File: config.mk
export PLATFORM = sky130hd
export DESIGN_NAME = unit_read_server_flat
export DESIGN_NICKNAME = d
export VERILOG_FILES = /design/src/rtl/ttpu_pkg.sv /design/src/rtl/unit_read_server_if.sv /design/src/rtl/rr_arbiter.sv /design/src/rtl/unit_read_server.sv /design/src/flat_wrapper.sv
export SDC_FILE = /design/constraint.sdc
export NUM_CORES = 1
export LEC_CHECK = 0
export BUFFER_PORTS_ARGS = -buffer_cell sky130_fd_sc_hd__buf_2
export CORE_ASPECT_RATIO = 0.5
export CORE_MARGIN = 2
export CORE_UTILIZATION = 43
export CTS_CLUSTER_SIZE = 20
export DETAILED_ROUTE_END_ITERATION = 12
export MAX_ROUTING_LAYER = met4
export PLACE_DENSITY = 0.81
export SYNTH_ARGS = -nofsm -noshare
export SYNTH_HDL_FRONTEND = slang
export SYNTH_SLANG_ARGS = --single-unit
File: constraint.sdc
create_clock -name clk -period 3.12 [get_ports clk]
set_input_delay 0.624 -clock clk [delete_from_list [all_inputs] [get_ports clk]]
set_output_delay 0.624 -clock clk [all_outputs]
set_load 0.03 [all_outputs]
File: src/rtl/ttpu_pkg.sv
// Shared definitions for the unit read server: default bus widths and a
// one-hot helper.
package ttpu_pkg;

    localparam int unsigned DEF_ADDR_W = 16;
    localparam int unsigned DEF_DATA_W = 8;
    localparam int unsigned MAX_UNITS  = 16;
    localparam int unsigned MAX_IDX_W  = 4;

    // One-hot of idx within an n-wide field; zero if idx is out of range.
    // Callers truncate the result to their own unit count.
    function automatic logic [MAX_UNITS-1:0] onehot(input int unsigned idx,
                                                    input int unsigned n);
        logic [MAX_UNITS-1:0] v;
        v = '0;
        if ((idx < n) && (idx < MAX_UNITS)) begin
            v[idx[MAX_IDX_W-1:0]] = 1'b1;
        end
        return v;
    endfunction

endpackage

File: src/rtl/unit_read_server_if.sv
// Unit-side request/response bundle of the read server. The master modport
// is the requesting side (pointer array / MAC units), slave is the server.
interface unit_read_server_if
    import ttpu_pkg::*;
#(
    parameter int unsigned N_UNITS = 4,
    parameter int unsigned ADDR_W  = DEF_ADDR_W,
    parameter int unsigned DATA_W  = DEF_DATA_W
);

    logic [N_UNITS-1:0]             active_units;
    logic [N_UNITS-1:0]             req_valid;
    logic [N_UNITS-1:0][ADDR_W-1:0] req_addr;
    logic [N_UNITS-1:0]             req_ready;
    logic [N_UNITS-1:0]             resp_valid;
    logic [N_UNITS-1:0][DATA_W-1:0] resp_data;

    modport master (
        output active_units,
        output req_valid,
        output req_addr,
        input  req_ready,
        input  resp_valid,
        input  resp_data
    );

    modport slave (
        input  active_units,
        input  req_valid,
        input  req_addr,
        output req_ready,
        output resp_valid,
        output resp_data
    );

endinterface

File: src/rtl/rr_arbiter.sv
// Round-robin arbiter: grants the first requester at or above the pointer,
// wrapping, and moves the pointer just past the winner when advanced.
module rr_arbiter
    import ttpu_pkg::*;
#(
    parameter int unsigned N = 4,
    localparam int unsigned IdxW = (N > 1) ? $clog2(N) : 1
) (
    input  logic            clk,
    input  logic            rst_n,
    input  logic [N-1:0]    req_i,
    input  logic            advance_i,
    output logic [N-1:0]    grant_onehot_o,
    output logic [IdxW-1:0] grant_idx_o
);

    logic [IdxW-1:0] ptr_q, ptr_d;
    logic [IdxW:0]   cand;
    logic            found;

    // Scan upward from the pointer, wrapping, and pick the first requester.
    always_comb begin
        grant_idx_o = '0;
        found       = 1'b0;
        cand        = '0;
        for (int unsigned k = 0; k < N; k++) begin
            cand = {1'b0, ptr_q} + (IdxW + 1)'(k);
            if (cand >= (IdxW + 1)'(N)) begin
                cand = cand - (IdxW + 1)'(N);
            end
            if (!found && req_i[cand[IdxW-1:0]]) begin
                found       = 1'b1;
                grant_idx_o = cand[IdxW-1:0];
            end
        end
        grant_onehot_o = found ? N'(onehot(32'(grant_idx_o), N)) : '0;
    end

    // Next pointer: one past the winner, wrapping the last unit back to 0.
    always_comb begin
        ptr_d = ptr_q;
        if (advance_i) begin
            ptr_d = (grant_idx_o == IdxW'(N - 1)) ? '0 : grant_idx_o + IdxW'(1);
        end
    end

    // Pointer register.
    always_ff @(posedge clk) begin
        if (!rst_n) begin
            ptr_q <= '0;
        end else begin
            ptr_q <= ptr_d;
        end
    end

endmodule

File: src/rtl/unit_read_server.sv
// Read-side responder: arbitrates per-unit read requests onto a single-port
// SRAM with 1-cycle read latency and routes each word back to its requester.
module unit_read_server
    import ttpu_pkg::*;
#(
    parameter int unsigned N_UNITS = 4,
    parameter int unsigned ADDR_W  = DEF_ADDR_W,
    parameter int unsigned DATA_W  = DEF_DATA_W,
    localparam int unsigned IdxW   = (N_UNITS > 1) ? $clog2(N_UNITS) : 1
) (
    input  logic                clk,
    input  logic                rst_n,
    unit_read_server_if.slave   bus_io,
    output logic                mem_en,
    output logic [ADDR_W-1:0]   mem_addr,
    input  logic [DATA_W-1:0]   mem_rdata,
    output logic                busy
);

    logic [N_UNITS-1:0] elig;
    logic [N_UNITS-1:0] grant_oh;
    logic [IdxW-1:0]    grant_idx;
    logic               accept;

    logic                           s1_valid_q, s1_valid_d;
    logic [IdxW-1:0]                s1_id_q, s1_id_d;
    logic [N_UNITS-1:0]             resp_valid_q, resp_valid_d;
    logic [N_UNITS-1:0][DATA_W-1:0] resp_data_q, resp_data_d;

    // Reset gates eligibility so nothing is granted while rst_n is low.
    assign elig   = bus_io.req_valid & bus_io.active_units & {N_UNITS{rst_n}};
    // A grant is issued whenever anyone is eligible, and valid is already
    // part of eligibility, so every grant is an accept.
    assign accept = |elig;

    rr_arbiter #(
        .N (N_UNITS)
    ) u_arb (
        .clk            (clk),
        .rst_n          (rst_n),
        .req_i          (elig),
        .advance_i      (accept),
        .grant_onehot_o (grant_oh),
        .grant_idx_o    (grant_idx)
    );

    // Combinational request side: grant and SRAM address in the same cycle.
    always_comb begin
        bus_io.req_ready = grant_oh;
        mem_en           = accept;
        mem_addr         = accept ? bus_io.req_addr[grant_idx] : '0;
    end

    // Next state of the read pipeline and the per-unit response demux.
    always_comb begin
        s1_valid_d   = accept;
        s1_id_d      = accept ? grant_idx : s1_id_q;
        resp_valid_d = '0;
        resp_data_d  = resp_data_q;
        if (s1_valid_q) begin
            resp_valid_d           = N_UNITS'(onehot(32'(s1_id_q), N_UNITS));
            resp_data_d[s1_id_q]   = mem_rdata;
        end
    end

    // Pipeline and response registers; reset drops any read in flight.
    always_ff @(posedge clk) begin
        if (!rst_n) begin
            s1_valid_q   <= 1'b0;
            s1_id_q      <= '0;
            resp_valid_q <= '0;
            resp_data_q  <= '0;
        end else begin
            s1_valid_q   <= s1_valid_d;
            s1_id_q      <= s1_id_d;
            resp_valid_q <= resp_valid_d;
            resp_data_q  <= resp_data_d;
        end
    end

    // Registered response outputs and activity flag.
    always_comb begin
        bus_io.resp_valid = resp_valid_q;
        bus_io.resp_data  = resp_data_q;
        busy              = accept | s1_valid_q | (|resp_valid_q);
    end

endmodule

File: src/flat_wrapper.sv
// flat-port wrapper written by rule: the top's interface ports become plain ports
module unit_read_server_flat import ttpu_pkg::*;
#(
    parameter int unsigned N_UNITS = 4,
    parameter int unsigned ADDR_W  = DEF_ADDR_W,
    parameter int unsigned DATA_W  = DEF_DATA_W,
    localparam int unsigned IdxW   = (N_UNITS > 1) ? $clog2(N_UNITS) : 1
)
  (clk, rst_n, mem_en, mem_addr, mem_rdata, busy, bus_io_active_units, bus_io_req_valid, bus_io_req_addr, bus_io_req_ready, bus_io_resp_valid, bus_io_resp_data);
  unit_read_server_if #(.N_UNITS(N_UNITS), .ADDR_W(ADDR_W), .DATA_W(DATA_W)) bus_io_i ();
  input  logic clk;
  input  logic rst_n;
  output logic mem_en;
  output logic [ADDR_W-1:0] mem_addr;
  input  logic [DATA_W-1:0] mem_rdata;
  output logic busy;
  input wire logic [$bits(bus_io_i.active_units)-1:0] bus_io_active_units;
  input wire logic [$bits(bus_io_i.req_valid)-1:0] bus_io_req_valid;
  input wire logic [$bits(bus_io_i.req_addr)-1:0] bus_io_req_addr;
  output wire logic [$bits(bus_io_i.req_ready)-1:0] bus_io_req_ready;
  output wire logic [$bits(bus_io_i.resp_valid)-1:0] bus_io_resp_valid;
  output wire logic [$bits(bus_io_i.resp_data)-1:0] bus_io_resp_data;
  assign bus_io_i.active_units = bus_io_active_units;
  assign bus_io_i.req_valid = bus_io_req_valid;
  assign bus_io_i.req_addr = bus_io_req_addr;
  assign bus_io_req_ready = bus_io_i.req_ready;
  assign bus_io_resp_valid = bus_io_i.resp_valid;
  assign bus_io_resp_data = bus_io_i.resp_data;
  unit_read_server #(.N_UNITS(N_UNITS), .ADDR_W(ADDR_W), .DATA_W(DATA_W)) u_core (.clk(clk), .rst_n(rst_n), .bus_io(bus_io_i), .mem_en(mem_en), .mem_addr(mem_addr), .mem_rdata(mem_rdata), .busy(busy));
endmodule
* Yosys cells after proc, flatten, opt, wreduce, memory -nomap -nowiden
Cells that the tools add are included.
** Word-level totals
- Logic and storage cells :: 80
- Bits in registers :: 41
** Operators by class
- Eq/ne operators :: 1
- $lt $le $gt $ge :: 15
- Bitwise gates (word level) :: 4
- Reduce and logical (&&, ||, !) cells :: 12
- Multiplexer cells :: 32
- $add $sub $neg :: 8
** Operators with widths (count)
- $bmux W16 S2 :: 1
- $bwmux W32 :: 1
- $mux W16 :: 2
- $lt A2 B3 Y1 const B :: 6
- $mux W2 :: 9
- $demux W8 S2 :: 1
- $lt A2 B5 Y1 const B :: 2
- $mux W1 :: 10
- $ge A3 B3 Y1 const B :: 3
- $and A4 B4 Y4 :: 2
- $bmux W1 S2 :: 4
- $mux W8 :: 1
- $reduce_or A4 Y1 :: 2
- $sub A2 B1 Y2 const B :: 4
- $add A2 B2 Y3 const B :: 2
- $ge A2 B1 Y1 const B :: 3
- $logic_and A1 B1 Y1 :: 6
- $demux W1 S2 :: 2
- $mux W4 :: 1
- $add A2 B1 Y3 const B :: 1
- $ge A2 B3 Y1 const B :: 1
- $logic_not A1 Y1 :: 3
- $add A2 B1 Y2 const B :: 1
- $eq A2 B2 Y1 const B :: 1
- 2 further kinds :: 3

* Longest topological paths before layout
Gate-level depths: netlist of the first run.
- Word-level depth :: 19
- Mapped depth :: 8

* Cells and area by module
A second synthesis of the first run with hierarchy kept.
** Second synthesis, totals
- Cells, all modules :: 214
- Area total of the unflattened synthesis :: 2250.9 um^2
** Modules (own cells, without submodules)
- unit_read_server :: area each 1981.9 um^2, cells an instance 185, seq. area each 780.7 um^2, instances 1
- rr_arbiter :: area each 269.0 um^2, cells an instance 29, seq. area each 40.0 um^2, instances 1

* Least setup slack after synthesis of the first run
OpenSTA, ideal clock, no wires.
- Kind :: in2out
- Start point :: input bus_io_req_valid[3]
- End point :: output mem_addr[12]
- Path buffers :: 1
- Arrival time :: 2226 ps
- Path slack :: 270 ps
- Stages :: 5
- Cells stage by stage :: and2_1 -> o21ai_1 -> a221oi_4 -> buf_8 -> mux4_1
** Between the ends
- Cells in the longest elaborated chain, start to end :: 17
** RTL lines
- start, declared :: line flat_wrapper.sv:18 : input wire logic [$bits(bus_io_i.req_valid)-1:0] bus_io_req_valid;
- $and A4 B4 Y4 (*) (2 in a row) :: line unit_read_server.sv:31 : assign elig = bus_io.req_valid & bus_io.active_units & {N_UNITS{rst_n}};
- $bmux W1 S2 :: line rr_arbiter.sv:31 : if (!found && req_i[cand[IdxW-1:0]]) begin
- $mux W1 (implied by the code) :: line rr_arbiter.sv:31
- $mux W1 :: line rr_arbiter.sv:31
- $logic_not A1 Y1 :: line rr_arbiter.sv:31
- $logic_and A1 B1 Y1 :: line rr_arbiter.sv:31
- $mux W1 :: line rr_arbiter.sv:31
- $logic_not A1 Y1 :: line rr_arbiter.sv:31
- $logic_and A1 B1 Y1 :: line rr_arbiter.sv:31
- $mux W1 :: line rr_arbiter.sv:31
- $logic_not A1 Y1 :: line rr_arbiter.sv:31
- $logic_and A1 B1 Y1 :: line rr_arbiter.sv:31
- $mux W2 :: line rr_arbiter.sv:31
- $bmux W16 S2 :: line unit_read_server.sv:51 : mem_addr = accept ? bus_io.req_addr[grant_idx] : '0;
- $mux W16 (implied by the code) :: line unit_read_server.sv:51
- $mux W16 (*) :: line unit_read_server.sv:51
- end, declared :: line flat_wrapper.sv:14 : output logic [ADDR_W-1:0] mem_addr;
Every way passes the cells marked *; elsewhere a longest branch is shown, timed or not. The select of a mux whose other input is x is not followed.

* Worst setup path after layout of the first run
- Start point :: input bus_io_req_valid[3]
- End point :: output mem_addr[8]
Same word-level chain as after synthesis.

==> results of run 1 <==
[logic make-up (layout without fill, tap and decap cells)]
kind of cell | after synthesis | count (layout) | synth area share, %
adder cells (fa/ha/maj) | 4 | 4 | 2.25
AND/OR/NAND/NOR | 97 | 97 | 20.9
buffers and inverters | 19 | 157 | 4.61
multiplexers | 40 | 40 | 24.4
AO/OA/AOI/OAI | 36 | 36 | 11.0
flip-flops | 41 | 41 | 36.9
[flip-flops by register name (all words and copies together) (netlist names)]
name and flops:
u_core.bus_io.resp_data 32, u_core.bus_io.resp_valid 4, u_core.s1_valid_q 1, u_core.s1_id_q 2, u_core.u_arb.ptr_q 2
[power by group]
| part | internal [uW] | switching (uW) | leakage, uW |
|---|---|---|---|
| clock network | 155 | 176 | 0.0000450 |
| registers | 540 | 13.9 | 0.000333 |
| logic | 141 | 199 | 0.00120 |
| total | 836 | 389 | 0.00158 |
[per-stage QoR]
stage / cells / hold WS [ns] / power, uW / cell area (sq um)
floorplan: 237 / 0.492 / 783 / 2230
global placement: 437 / 0.441 / 894 / 3000
detailed placement: 437 / 0.447 / 906 / 3000
CTS: 445 / 0.457 / 1230 / 3080
global route: 445 / 0.481 / 1280 / 3080
finish: 445 / 0.458 / 1230 / 3080
[per-layer routing]
metal / vias up / track usage (%) / routed length (microns)
li1: 1104 / - / -
met2: 93 / 42.2 / 3330
met5: - / - / 0
met4: 0 / 8.55 / 108
met1: 1057 / 25.6 / 2660
met3: 12 / 4.05 / 428
[worst paths after layout]
path                               start                     endpoint  slack, ns  cells past startpoint
min reg2reg  u_core.bus_io.resp_data[17]  u_core.bus_io.resp_data[17]       0.46                      2
min          u_core.bus_io.resp_data[17]  u_core.bus_io.resp_data[17]       0.46                      2
max reg2reg        u_core.u_arb.ptr_q[0]        u_core.u_arb.ptr_q[1]       1.02                      8
max                  bus_io_req_valid[3]                  mem_addr[8]       0.14                      7
[layout by cell type, fill, tap and decap left out, types with 5 or more instances in the layout]
cell,Yosys,layout
sky130_fd_sc_hd__a21oi_1,19,19
sky130_fd_sc_hd__o22ai_1,6,6
sky130_fd_sc_hd__mux4_1,8,8
sky130_fd_sc_hd__nand2_1,38,38
sky130_fd_sc_hd__nor2_1,22,22
sky130_fd_sc_hd__clkbuf_8,0,5
sky130_fd_sc_hd__and2_1,25,25
sky130_fd_sc_hd__buf_2,3,139
sky130_fd_sc_hd__buf_4,0,5
sky130_fd_sc_hd__dfxtp_1,41,41
sky130_fd_sc_hd__mux2i_1,31,31
[worst min-delay path: stages (launching register included)]
cell	delay (ns)
sky130_fd_sc_hd__dfxtp_1	0.31
sky130_fd_sc_hd__nand2_1	0.05
sky130_fd_sc_hd__a21oi_1	0.05
[final cells by class]
cell class | instances | share of cell area, %
Multi-Input combinational cell | 177 | 42.9
Timing Repair Buffer | 145 | 24.5
Tap cell | 70 | 2.84
Inverter | 4 | 0.487
Clock buffer | 6 | 2.36
Sequential cell | 41 | 26.6
Clock inverter | 2 | 0.325
==> parameters.txt, run 1 <==
Parameter                              Value

Run status
  Outcome ... finished clean

Power
  Static leakage ... between 0.0015 and 0.002 uW
  Worst VDD drop ... 0.378 mV
  Power Density ... around 400 nW/um^2

Clock network
  Root cell of the clock tree ... sky130_fd_sc_hd__clkbuf_8
  Clock buffers created by TritonCTS ... 5
  Clock Tree Buf Depth ... 2
  CTS Hold Bufs ... 0
  Cells resized by post-CTS repair ... 0
  CTS tree ... yes
  Clk_lat worst skew ... 0.29 ns
  Clock H-tree levels ... 2
  Clock transition at the registers of the reported paths ... 0.08 ns
  Number of buffers inserted by post-CTS setup repair ... 0
  Sink Count ... a little over 40

Synthesis
  Async S/R FF share, synth ... 0%
  Sequential area share after synthesis ... a little under two fifths
  Number of storage elements in the synthesis netlist ... 41
  Number of library cell types mapped by synthesis ... 37
  Library cell with the largest summed area after synthesis ... sky130_fd_sc_hd__dfxtp_1
  Post-Syn Nets ... 323
  Most frequent cells after synthesis ... sky130_fd_sc_hd__dfxtp_1, sky130_fd_sc_hd__nand2_1, sky130_fd_sc_hd__mux2i_1, sky130_fd_sc_hd__and2_1, sky130_fd_sc_hd__nor2_1
  Top area cells in the synthesized netlist ... sky130_fd_sc_hd__dfxtp_1, sky130_fd_sc_hd__mux2i_1, sky130_fd_sc_hd__mux4_1
  Number of enable-type register cells in the synthesized netlist ... 0
  Yosys top cell area share ... 36.9%
  Netlist area before placement ... 2230 sq um
  Count of synthesis-stage warnings from yosys ... 0
  Main synth FF type ... sky130_fd_sc_hd__dfxtp_1
  Count leader, synth ... sky130_fd_sc_hd__dfxtp_1
  Post-Synthesis Mean Instance Area ... between 9 and 10 sq um
  Number of standard cells after synthesis ... 237

STA
  Clock skew after layout ... around 0.0064 ns
  Final setup violating endpoints ... 0
  Number of hold violations in the final report ... 0
  Slew at the pin closest to its max-slew limit ... 0.934 ns
  Highest clock rate ... 336 MHz
  Final setup slack of the worst path ... between 0.1 and 0.15 ns
  Total count of max-transition violations in the final report ... 0
  Setup_tns ... 0 ns
  Fin crit period ... ~3.0 ns
  Max-Slew Margin vs Limit ... approximately 37%
  Post-route clock period utilization ... 95.4%
  Setup repair after global routing missed its margin ... no

Critical path
  Family with the most delay on the worst path ... multiplexers
  Required time of the critical path ... 2.50 ns
  Critical Path AT ... about 2.4 ns
  CP cell instances ... buf_2 > and2_1 > o21ai_1 > a221oi_4 > buf_12 > mux4_1 > buf_2
  Maximum fanout along the worst path ... 26
  Crit path capture type ... output port
  Most used cell along the critical path ... sky130_fd_sc_hd__buf_2
  Path type of the worst setup path ... input pin to output port
  Delay contributed by the slowest stage of the critical path ... 0.59 ns
  Highest-delay cell along the critical path ... sky130_fd_sc_hd__mux4_1
  Buffers & Inverters on Critical Path ... 3
  CP startpoint kind ... input pin

Placement
  Total of buffers placed on input and output ports ... 139
  Post-DP HPWL ... approximately 5000 microns
  Final weighted congestion in routability-driven placement ... between 0.9 and 1
  Placement Setup Slack ... 0.165 ns

Layout
  Diodes inserted ... 0
  Area of the multi-input gates ... 1320 sq um
  Seq. cell area ... between 800 and 900 sq um
  Fraction of layout instances using a drive strength above 1 ... approximately 43%
  Net count, final ... 460
  Util after Layout ... 62.2%
  Fillers ... 449
  Relative area change from synthesis to final layout ... 38.4%

Routing
  Via density per instance ... 5.09
  Vias after detailed routing ... 2266
  Final WL ... 6530 microns
  Violation count after the first detailed-routing iteration ... between 90 and 100
  Detailed-routing iteration count for the pre-antenna-repair pass ... 4
  Detailed-route wire length per cell ... about 15 microns
  DRC ... 0
  Number of nets still failing antenna checks after routing ... 0

Global route
  Antenna violations before repair ... 0
  Tot GR Track Use ... between 20% and 30%
  Total overflow reported by the global router ... 0
  Pin count of the biggest net entering global routing ... 40
  Global-route wire length before repair ... 9850 microns
  Number of global-route vias before repair ... 2123

Floorplan
  Number of placed I/O pins ... 140
  Vertical die dimension ... 54.9 microns
  Die width ... 106 microns
  Number of standard-cell rows in the floorplan ... 18
  Area enclosed by the die boundary ... 5800 sq um
  Starting density of the core ... 44.9%
  Area of the core ... between 4000 and 5000 sq um

Flow run
  Count of maximum capacitance violations ... 0

Worst hold path
  Worst hold-check path type ... flip-flop to flip-flop
No activity file was read; power rests on OpenSTA's default activity.
==> run 2: changes to the inputs <==
--- a/config.mk
+++ b/config.mk
@@ -8,11 +8,11 @@
 export BUFFER_PORTS_ARGS = -buffer_cell sky130_fd_sc_hd__buf_2
 export CORE_ASPECT_RATIO = 0.5
 export CORE_MARGIN = 2
-export CORE_UTILIZATION = 43
+export CORE_UTILIZATION = 46
 export CTS_CLUSTER_SIZE = 20
 export DETAILED_ROUTE_END_ITERATION = 12
 export MAX_ROUTING_LAYER = met4
-export PLACE_DENSITY = 0.81
+export PLACE_DENSITY = 0.85
 export SYNTH_ARGS = -nofsm -noshare
 export SYNTH_HDL_FRONTEND = slang
 export SYNTH_SLANG_ARGS = --single-unit
==> constraint.sdc (replaced) <==
create_clock -name clk -period 3.7 [get_ports clk]
set_input_delay 0.74 -clock clk [delete_from_list [all_inputs] [get_ports clk]]
set_output_delay 0.74 -clock clk [all_outputs]
set_load 0.03 [all_outputs]
==> run 2 against run 1 <==
  * Clock-buffer cell count increased by 1
  * Clock power shrank 5%
  * Non-clock buffer count stayed put
  * Design area is 0.45% higher
  * First-iteration DRC count increased by 11%
  * Die area decreased by 6.2%
  * Worst hold slack lost 0.00053 ns
  * Final cell count decreased by 0.90%
  * Critical endpoint is now mem_addr[1]
  * Largest cell class unchanged
  * Highest routed layer unchanged
==> parameters.txt, run 2 (synthesis gave the netlist of run 1 again) <==
Parameter                              Value

Run status
  Outcome ... finished clean

Critical path
  Path type of the worst setup path ... input pin to output port
  Critical Path AT ... 2.67 ns
  Required time of the critical path ... 2.96 ns
  Launch instance of the worst register-to-register path ... u_core.u_arb.ptr_q[0]
  Crit path launch ... bus_io_req_valid[0]
  Most used cell along the critical path ... sky130_fd_sc_hd__buf_2
  CP cell instances ... buf_2 > nand2_1 > o21ai_2 > a221oi_4 > mux4_1 > buf_2
  Highest-delay cell along the critical path ... sky130_fd_sc_hd__mux4_1
  Delay contributed by the slowest stage of the critical path ... 0.66 ns
  CP startpoint kind ... input pin
  Maximum fanout along the worst path ... 10
  Crit path capture type ... output port

STA
  Final setup violating endpoints ... 0
  Highest clock rate ... 293 MHz
  Total count of max-transition violations in the final report ... 0
  Number of hold violations in the final report ... 0
  Clock skew after layout ... 0.00423 ns
  Slew at the pin closest to its max-slew limit ... around 0.94 ns
  Post-route clock period utilization ... 92.2%
  Final setup slack of the worst path ... a little under 0.3 ns
  Max-Slew Margin vs Limit ... 37.2%
  Setup repair after global routing missed its margin ... no
  Fin crit period ... 3.41 ns
  Setup_tns ... 0 ns

Layout
  Final cell area excluding filler cells ... approximately 3100 sq um
  Commonest cells after routing, fill and taps aside ... sky130_fd_sc_hd__buf_2, sky130_fd_sc_hd__dfxtp_1, sky130_fd_sc_hd__nand2_1, sky130_fd_sc_hd__mux2i_1, sky130_fd_sc_hd__and2_1
  Diodes inserted ... 0
  Flip-flop count of the largest register after layout ... 32
  Util after Layout ... 68.3%
  Fraction of layout instances using a drive strength above 1 ... 43.2%
  Net count, final ... 460
  Most common library cell in the layout ignoring fill and taps ... sky130_fd_sc_hd__buf_2
  Relative area change from synthesis to final layout ... 39.0%

Floorplan
  Number of placed I/O pins ... 140
  Vertical die dimension ... 53.2 microns
  Area of the core ... 4530 sq um
  Starting density of the core ... 49.1%
  Number of standard-cell rows in the floorplan ... 17
  Die width ... 102 microns
  Area enclosed by the die boundary ... 5450 sq um

Global route
  Antenna violations before repair ... 0
  Pin count of the biggest net entering global routing ... 28
  Total overflow reported by the global router ... 0
  Number of global-route vias before repair ... 2139
  Global-route wire length before repair ... 9630 microns
  Tot GR Track Use ... 23.8%

Placement
  Final weighted congestion in routability-driven placement ... 0.943
  Post-DP HPWL ... 5040 microns
  Placement Setup Slack ... between 0.2 and 0.3 ns
  Post-place instance area ... 2990 sq um
  Total of buffers placed on input and output ports ... 139

Clock network
  Clk_lat worst skew ... 0.29 ns
  CTS Hold Bufs ... 0
  Sink Count ... 41
  Number of buffers inserted by post-CTS setup repair ... 0
  Root cell of the clock tree ... sky130_fd_sc_hd__clkbuf_8
  Clock H-tree levels ... 2
  Clock transition at the registers of the reported paths ... 0.07 ns
  Clock buffers created by TritonCTS ... 5
  Clock Tree Buf Depth ... 2
  Cells resized by post-CTS repair ... 0
  CTS tree ... yes

Routing
  Final WL ... approximately 6500 microns
  Detailed-route wire length per cell ... 14.8 microns
  DRC ... 0
  Number of nets still failing antenna checks after routing ... 0
  Violation count after the first detailed-routing iteration ... 102
  Vias after detailed routing ... approximately 2300
  Detailed-routing iteration count for the pre-antenna-repair pass ... 4
  Via density per instance ... 5.13

Worst hold path
  Startpoint of the lowest-slack hold path ... u_core.bus_io.resp_data[20]
  Worst hold-check path type ... flip-flop to flip-flop

Power
  Worst VDD drop ... 0.299 mV
  Power Density ... ~340 nW/um^2
  Static leakage ... ~0.0016 uW
  Overall power after layout ... approximately 1100 uW

Flow run
  Count of maximum capacitance violations ... 0
[run 2: cell count changes in the layout (fill, tap and decap cells not counted), sizes merged]
| cell | delta |
|---|---|
| clkbuf | +1 |
| clkinv | -1 |
[run 2: per-stage QoR]
stage	std cells	hold slack (ns)
after floorplan	237	0.492
after global placement	433	0.443
after detailed placement	433	0.447
after CTS	441	0.458
after global routing	441	0.486
final	441	0.457
[run 2: cell type report]
class | instances | area (sq um)
clock buffers | 7 | 96.3
clock inverters | 1 | 5.00
fillers | 366 | 1440
inverters | 4 | 15.0
multi-input cells | 177 | 1320
flip-flops and latches | 41 | 821
well taps | 66 | 82.6
repair buffers | 145 | 753
[run 2: final timing paths]
check / end / slack, ns / depth (start not counted)
max: mem_addr[1] / 0.29 / 6
min: u_core.bus_io.resp_data[20] / 0.46 / 2
max reg2reg: u_core.u_arb.ptr_q[1] / 1.57 / 7
min reg2reg: u_core.bus_io.resp_data[20] / 0.46 / 2
[run 2: where the power goes]
group,switching (uW),internal (uW)
logic,166,119
registers,12.2,456
clock network,145,168
[run 2: worst max-delay path: cells and delay by family]
kind,cells,cell delay [ns]
buffers and inverters,2,0.31
AO/OA/AOI/OAI,2,0.76
multiplexers,1,0.66
AND/OR/NAND/NOR,1,0.20
[run 2: routing by layer]
| layer | share of wire [%] | wire length (microns) | GRT usage, % |
|---|---|---|---|
| met3 | 5.6 | 363 | 5.28 |
| met1 | 40 | 2610 | 24.9 |
| met5 | 0 | 0 | - |
| met2 | 53 | 3480 | 46.1 |
| met4 | 0.95 | 62 | 7.11 |
